[config.mk]
export PLATFORM = sky130hd
export DESIGN_NAME = hazard_controller
export DESIGN_NICKNAME = d
export VERILOG_FILES = /design/src/rtl/mips_pkg.sv /design/src/rtl/sat_counter.sv /design/src/rtl/hazard_controller.sv
export SDC_FILE = /design/constraint.sdc
export NUM_CORES = 1
export LEC_CHECK = 0
export ABC_AREA = 1
export CORE_MARGIN = 2
export CORE_UTILIZATION = 40
export DETAILED_ROUTE_END_ITERATION = 10
export PLACE_DENSITY = 0.68
export SYNTH_ARGS = -nofsm -noshare
export SYNTH_HDL_FRONTEND = slang
export SYNTH_SLANG_ARGS = --single-unit
[constraint.sdc]
create_clock -name clk_i -period 1.8 [get_ports clk_i]
set_input_delay 0.36 -clock clk_i [delete_from_list [all_inputs] [get_ports clk_i]]
set_output_delay 0.36 -clock clk_i [all_outputs]
set_load 0.005 [all_outputs]
[src/rtl/mips_pkg.sv]
// Shared types and constants for the MIPS core control blocks.
package mips_pkg;

  typedef enum logic [1:0] {
    IDLE  = 2'd0,
    RUN   = 2'd1,
    ERROR = 2'd2
  } hc_state_t;

  localparam logic [4:0] REG_ZERO = 5'd0;

endpackage

[src/rtl/sat_counter.sv]
// Saturating up-counter with synchronous clear; clear wins over increment.
module sat_counter #(
  parameter int WIDTH = 16
) (
  input  logic             clk,
  input  logic             rst,
  input  logic             inc,
  input  logic             clr,
  output logic [WIDTH-1:0] count
);

  // count register: clear, saturating increment, or hold
  always_ff @(posedge clk or posedge rst) begin
    if (rst) begin
      count <= '0;
    end else if (clr) begin
      count <= '0;
    end else if (inc && (count != '1)) begin
      count <= count + WIDTH'(1);
    end else begin
      count <= count;
    end
  end

endmodule

[src/rtl/hazard_controller.sv]
// Load-use / branch / memory-wait hazard sequencer for the 5-stage pipeline,
// with launch gating, memory-timeout trap and saturating performance counters.
module hazard_controller
  import mips_pkg::*;
#(
  parameter int REG_ADDR_W  = 5,
  parameter int CNT_W       = 16,
  parameter int MEM_TIMEOUT = 64
) (
  input  logic                  clk_i,
  input  logic                  rst_i,
  input  logic                  start_i,
  input  logic                  cnt_clr_i,
  input  logic                  IDEX_memread_i,
  input  logic [REG_ADDR_W-1:0] IDEX_Rt_i,
  input  logic [REG_ADDR_W-1:0] IFID_Rs_i,
  input  logic [REG_ADDR_W-1:0] IFID_Rt_i,
  input  logic                  IFID_useRt_i,
  input  logic                  branch_taken_i,
  input  logic                  MEM_req_i,
  input  logic                  MEM_ack_i,
  output logic                  PC_write_o,
  output logic                  IFID_write_o,
  output logic                  IDEX_bubble_o,
  output logic                  IFID_flush_o,
  output logic                  pipe_freeze_o,
  output logic                  error_o,
  output logic [CNT_W-1:0]      stall_cnt_o,
  output logic [CNT_W-1:0]      flush_cnt_o,
  output logic [CNT_W-1:0]      wait_cnt_o
);

  // The wait-run counter only ever needs to reach MEM_TIMEOUT-1.
  localparam int WT_W = (MEM_TIMEOUT > 2) ? $clog2(MEM_TIMEOUT) : 1;
  localparam logic [WT_W-1:0] WT_LAST = WT_W'((MEM_TIMEOUT > 0) ? (MEM_TIMEOUT - 1) : 0);

  hc_state_t       state_r, state_next;
  logic [WT_W-1:0] wait_run_r;
  logic            mem_wait, load_use, timeout_hit;
  logic            stall_inc, flush_inc, wait_inc;

  assign mem_wait = MEM_req_i & ~MEM_ack_i;
  assign load_use = IDEX_memread_i
                  & (IDEX_Rt_i != REG_ADDR_W'(REG_ZERO))
                  & ((IDEX_Rt_i == IFID_Rs_i) | (IFID_useRt_i & (IDEX_Rt_i == IFID_Rt_i)));
  assign timeout_hit = (MEM_TIMEOUT != 0) && (wait_run_r == WT_LAST);

  // state register
  always_ff @(posedge clk_i or posedge rst_i) begin
    if (rst_i) begin
      state_r <= IDLE;
    end else begin
      state_r <= state_next;
    end
  end

  // consecutive memory-wait cycles in RUN; any non-wait cycle restarts it
  always_ff @(posedge clk_i or posedge rst_i) begin
    if (rst_i) begin
      wait_run_r <= '0;
    end else if ((state_r == RUN) && mem_wait) begin
      if (wait_run_r != '1) begin
        wait_run_r <= wait_run_r + WT_W'(1);
      end else begin
        wait_run_r <= wait_run_r;
      end
    end else begin
      wait_run_r <= '0;
    end
  end

  // next state and priority-ordered pipeline controls
  always_comb begin
    state_next    = state_r;
    pipe_freeze_o = 1'b1;
    PC_write_o    = 1'b0;
    IFID_write_o  = 1'b0;
    IDEX_bubble_o = 1'b0;
    IFID_flush_o  = 1'b0;
    stall_inc     = 1'b0;
    flush_inc     = 1'b0;
    wait_inc      = 1'b0;
    case (state_r)
      IDLE: begin
        if (start_i) begin
          state_next = RUN;
        end else begin
          state_next = IDLE;
        end
      end
      RUN: begin
        pipe_freeze_o = 1'b0;
        if (mem_wait) begin
          pipe_freeze_o = 1'b1;
          wait_inc      = 1'b1;
          if (timeout_hit) begin
            state_next = ERROR;
          end else begin
            state_next = RUN;
          end
        end else if (load_use) begin
          // a coincident taken branch is not flushed: its operands are stale
          IDEX_bubble_o = 1'b1;
          stall_inc     = 1'b1;
        end else if (branch_taken_i) begin
          PC_write_o   = 1'b1;
          IFID_write_o = 1'b1;
          IFID_flush_o = 1'b1;
          flush_inc    = 1'b1;
        end else begin
          PC_write_o   = 1'b1;
          IFID_write_o = 1'b1;
        end
      end
      ERROR: begin
        state_next = ERROR;
      end
      default: begin
        state_next = IDLE;
      end
    endcase
  end

  assign error_o = (state_r == ERROR);

  sat_counter #(.WIDTH(CNT_W)) u_stall_cnt (
    .clk   (clk_i),
    .rst   (rst_i),
    .inc   (stall_inc),
    .clr   (cnt_clr_i),
    .count (stall_cnt_o)
  );

  sat_counter #(.WIDTH(CNT_W)) u_flush_cnt (
    .clk   (clk_i),
    .rst   (rst_i),
    .inc   (flush_inc),
    .clr   (cnt_clr_i),
    .count (flush_cnt_o)
  );

  sat_counter #(.WIDTH(CNT_W)) u_wait_cnt (
    .clk   (clk_i),
    .rst   (rst_i),
    .inc   (wait_inc),
    .clr   (cnt_clr_i),
    .count (wait_cnt_o)
  );

endmodule

-- After elaboration in Yosys (flattened, before gate mapping)
Index checks and enable logic that the tools add are counted.
W data, S select, Z words.
- register bits after elaboration: 56
- bits of input ports: 24
- output and inout bits: 54
- logic and storage cells: 60
- add/sub/neg operators: 4
- equality and inequality tests: 11
- mux-type cells: 25
- bitwise logic cells: 6
- reductions and logical operators: 9
- operators with widths (kind ; number):
    $mux W16 ; 6
    $add A16 B1 Y16 const B ; 3
    $ne A16 B16 Y1 const B ; 3
    $mux W1 ; 14
    $mux W6 ; 2
    $eq A5 B5 Y1 ; 2
    $add A6 B1 Y6 const B ; 1
    $eq A6 B6 Y1 const B ; 1
    $ne A6 B6 Y1 const B ; 1
    $pmux W2 S3 ; 1
    $reduce_bool A2 Y1 ; 3
    $reduce_bool A5 Y1 ; 1
    $and A1 B1 Y1 ; 4
    $logic_and A1 B1 Y1 ; 4
    $mux W2 ; 2
    $eq A2 B1 Y1 const B ; 1
    $eq A2 B2 Y1 const B ; 1
    $logic_not A2 Y1 ; 1
    $ne A2 B1 Y1 const B ; 1
    $ne A2 B2 Y1 const B ; 1
    $not A1 Y1 ; 1
    $or A1 B1 Y1 ; 1

-- Depth between registers and ports, before layout
- depth after elaboration: 10
- gate-level depth with buffers: 12
- gate-level depth less buffers: 11

-- Modules after synthesis
From an unflattened synthesis, not the netlist that was laid out.
- cells, all modules: 587
- area total of the unflattened synthesis: 3901.2 um^2
- by module, submodules not included (module ; instances ; cells each ; area an instance (um^2) ; seq. area each (um^2)):
    sat_counter (u_stall_cnt ...) ; 2 ; 159 ; 1083.5 ; 400.4
    sat_counter (u_flush_cnt) ; 1 ; 161 ; 1081.0 ; 400.4
    hazard_controller ; 1 ; 108 ; 653.1 ; 200.2

-- Worst setup path before layout
Ideal clock, no wire load.
- path type: reg-to-reg
- from: register u_flush_cnt.count[0]
- to: register u_flush_cnt.count[14]
- setup time: 0.117 ns
- arrival: 1.592 ns
- required time: 1.683 ns
- path slack: 0.091 ns
- cell stages (with the launch flop): 12
- path buffers: 1
- clock period less this slack: 1.709 ns
- cells stage by stage: dfrtp_1 ha_1 nand3_2 nor2_2 nand2_2 nor2_4 nand3_2 nand4_4 nand2_4 buf_6 nand2_1 nand2_1
- longest elaborated chain between the ends: 3
- elaborated cells between the ends (all ways): 6
- those cells by class: add/sub: 1; eq/ne: 1; mux: 2; reduce/logical: 2
- ends and longest elaborated chain (element ; line ; source):
    from (decl) ; sat_counter.sv:9 ; output logic [WIDTH-1:0] count
    from (signal assigned) ; sat_counter.sv:19 ; count <= count + WIDTH'(1);
    from (signal assigned) ; sat_counter.sv:21 ; count <= count;
    $add A16 B1 Y16 or $ne A16 B16 Y1 (tied branches) ; sat_counter.sv:19, sat_counter.sv:18 ;
    $mux W16 or $logic_and A1 B1 Y1 (tied branches) ; sat_counter.sv:18 ; end else if (inc && (count != '1)) begin
    $mux W16 or $reduce_bool A2 Y1 (tied branches) ; - ;
Several ways; a longest one is shown, not always the timed one. The select of a mux whose other input is x is not followed.
A chain may end at the register's enable or synchronous reset.

-- Final worst setup path
- from: register state_r[1]
- to: output port IFID_flush_o
- longest elaborated chain between the ends: 2
- ends and longest elaborated chain (element ; line ; source):
    from (decl) ; hazard_controller.sv:37 ; hc_state_t state_r, state_next;
    from (signal assigned) ; hazard_controller.sv:53 ; state_r <= state_next;
    $eq A2 B1 Y1 ; hazard_controller.sv:83 ; case (state_r)
    $mux W1 ; hazard_controller.sv:83 ;
    to (decl) ; hazard_controller.sv:25 ; output logic IFID_flush_o,
No other way between the ends.

==> results.yml <==
run_status:
  status: "complete, but fails checks"
  violations: "negative setup slack"
synthesis:
  synth_common_cells: "145 x nand2_1, 74 x nand3_1, 66 x inv_1, 61 x nor2_1, 56 x dfrtp_1"
  syn-instance-count: 535
  postSynthAreaPerCell_um2: 6.94
  netlist_area_um2: 3710
  synth_largest_area_cell: "dfrtp_1"
  yosysMostFrequentCell: "nand2_1"
  synth_warnings: 0
  async_reset_ff_share_pct: 100
  synthFlopType: "dfrtp_1"
  synth_cell_type_count: 36
  yosys.area.top_type_share_pct: 37.8
  yosysSeqAreaShare_pct: 37.8
  synth_edf_count: 0
  syn-num-nets: 563
  yosys-top-cells-area: "dfrtp_1 38%, nand2_1 15%, nand3_1 10%, inv_1 6.7%, nor2_1 6.2%"
  synth.ff_latch_count: 56
worst_setup_path:
  crit_chain: "nor2_4 -> inv_2 -> nor2_4 -> buf_6 -> and3_4 -> buf_6"
  arrival_ns: 1.45
  r2r-end: "u_stall_cnt.count[10]$_DFFE_PP0P_"
  cp-start-kind: "flop"
  crit_fanout: 3
  r2r.worst_path.cells: 8
  endpoint_kind: "output port"
  cp.required_ns: 1.44
  reg2reg_from: "u_stall_cnt.count[1]$_DFFE_PP0P_"
  cpPeakStageDelay_ns: 0.43
  path_class: "reg -> out"
  r2r_setup_slack_ns: 0.09
  worst_path_max_delay_cell: "dfrtp_1"
power_and_ir_drop:
  power_switching_uw: 675
  power.density_nw_per_um2: 534
  swShare_pct: 23.7
  p_int_mw: 2.17
  p_leak_nw: 2.63
  finalPower_mw: 2.85
  combPwrFrac_pct: 14.7
  clockPowerShare_pct: 40.1
  p_seq_share_pct: 45.2
  vdd_drop_max_uv: 518
sta:
  min_period_ns: 1.81
  max_slew_margin_pct: 62.2
  skew_ns: 0.00808
  holdWs_ns: 0.401
  setup_tns_ns: -0.0129
  setup_viol: 1
  hold_viol: 0
  fin_crit_sh_pct: 101
  maxSlewViolCount: 0
  max_freq_mhz: 552
  tightestPinTransition_ns: 0.562
  setup_slack_ns: -0.0129
  rsz0062_at_grt: "yes"
floorplanning:
  start_util_pct: 40.7
  die_area_um2: 10100
  core-area_um2: 9110
  rows: 35
  die_w_um: 100
  die_height_um: 100
  pin_count: 78
clock_network:
  cts_buffers: 5
  cts_buffer_depth: 2
  clkLatencyLatePin_ns: 0.32
  clk_pin_slew_ns: 0.11
  hold_buffers: 0
  cts_tree: "done"
  clock_sinks: 56
  root_buffer: "clkbuf_8"
  htreeDepth: 2
place:
  gp_congestion: 0.879
  port_buffers: 77
  dp.cells: 754
  dp_hpwl_mm: 7.02
grt:
  overflow: 0
  grt_start_max_net_pins: 57
  grt_pass1_vias: 3759
  grt_first_pass_wirelength_mm: 16.6
  antenna_found_initial: 0
  grtUsageTotal_pct: 20.0
route:
  finalWirelength_mm: 9.85
  drt_iter0_drc: 89
  vias: 3869
  drc: 0
  wl_per_cell_um: 12.6
  ant_nets: 0
  drt_pass1_iterations: 4
  vias_per_cell: 4.96
final_layout:
  stdcell_count: 780
  num-fill-cells: 863
  diodes: 0
  nets: 696
  final_util_pct: 58.6
  areaGrowthSynthToFinish_pct: 43.7
  drive_gt1_share_pct: 18.4
job:
  drv_cap: 0
min_path:
  hold_path_class: "in -> async"
-- placed cells by master, fill, tap and decap left out, types with 4 or more instances in the layout --
master	instances
buf_12	6
buf_4	50
buf_6	9
clkbuf_2	6
clkbuf_8	5
clkdlybuf4s50_1	52
dfrtp_1	56
dlygate4sd2_1	10
inv_1	57
inv_2	13
nand2_1	143
nand3_1	73
nand4_1	14
nor2_1	58
nor2_2	4
nor2_4	5
nor3_1	19
o21ai_0	10
o21ai_1	4
xnor2_1	6
xor2_1	24
-- metrics by stage --
stage               worst slack, ns  instance area [um2]
floorplan                    0.0687                 3710
global placement             -0.583                 4950
detailed placement           -0.645                 4950
CTS                         -0.0254                 5210
global route                -0.0684                 5330
finish                      -0.0129                 5330
-- cell type report --
type | count | area [um2] | area share (%)
Multi-Input combinational cell | 394 | 2070 | 38.9
Timing Repair Buffer | 140 | 1290 | 24.3
Clock buffer | 5 | 68.8 | 1.29
Sequential cell | 56 | 1400 | 26.3
Clock inverter | 3 | 90.1 | 1.69
Inverter | 71 | 267 | 5.00
Tap cell | 111 | 139 | 2.60
-- kinds of logic (layout without fill, tap and decap cells) --
logic type      Yosys count  after routing  share of synthesized area, %
buf+inv                  85            219                          9.34
compound gates           24             24                          3.64
xor+xnor                 30             30                          7.08
simple gates            336            336                          40.8
flops                    56             56                          37.8
fa+ha+maj                 4              4                          1.35
-- power groups by stage --
stage | clock network, mW | logic [mW] | registers (mW)
4_1_cts | 1.17 | 0.396 | 1.28
5_1_grt | 1.20 | 0.460 | 1.29
3_3_place_gp | 0 | 0.378 | 1.31
2_1_floorplan | 0 | 0.162 | 1.32
3_5_place_dp | 0 | 0.385 | 1.31
6_report | 1.14 | 0.418 | 1.29
-- flip-flops by register name (all words and copies together) (netlist names) --
name	flops
state_r	2
wait_run_r	6
u_stall_cnt.count	16
u_flush_cnt.count	16
u_wait_cnt.count	16
-- worst max-delay path: cells and delay by family, from the launching register on --
family                 cells  cell delay [ns]
buffers and inverters      3             0.27
flip-flops                 1             0.43
AND/OR/NAND/NOR            3             0.45
-- routing by layer --
| layer | track usage (%) | part of all wire (%) | routed length (um) |
|---|---|---|---|
| met1 | 25.9 | 45 | 4430 |
| met2 | 34.1 | 50 | 4940 |
| met3 | 2.65 | 3.3 | 326 |
| met4 | 7.38 | 1.6 | 154 |
| met5 | 0 | 0 | 0 |
-- what timing repair did --
item / 4_1_cts / 5_1_grt
setup endpoints to repair: 20 / 40
setup buffers: 12 / 6
resized for setup: 60 / 38
pin swaps: 12 / 13
gates cloned: 0 / 1
-- worst max path at each step --
stage / endpoint / startpoint / slack, ns
after CTS: IFID_flush_o / state_r[0]$_DFFE_PP0P_ / -0.03
after global routing: IFID_flush_o / state_r[1]$_DFFE_PP0P_ / -0.07
final: IFID_flush_o / state_r[1]$_DFFE_PP0P_ / -0.01
after detailed placement: IFID_flush_o / IDEX_Rt_i[2] / -0.65
after global placement: IFID_flush_o / IDEX_Rt_i[4] / -0.58
after floorplan: state_r[0]$_DFFE_PP0P_ / rst_i / 0.07
Note: power is estimated with default switching activity, not from simulation.
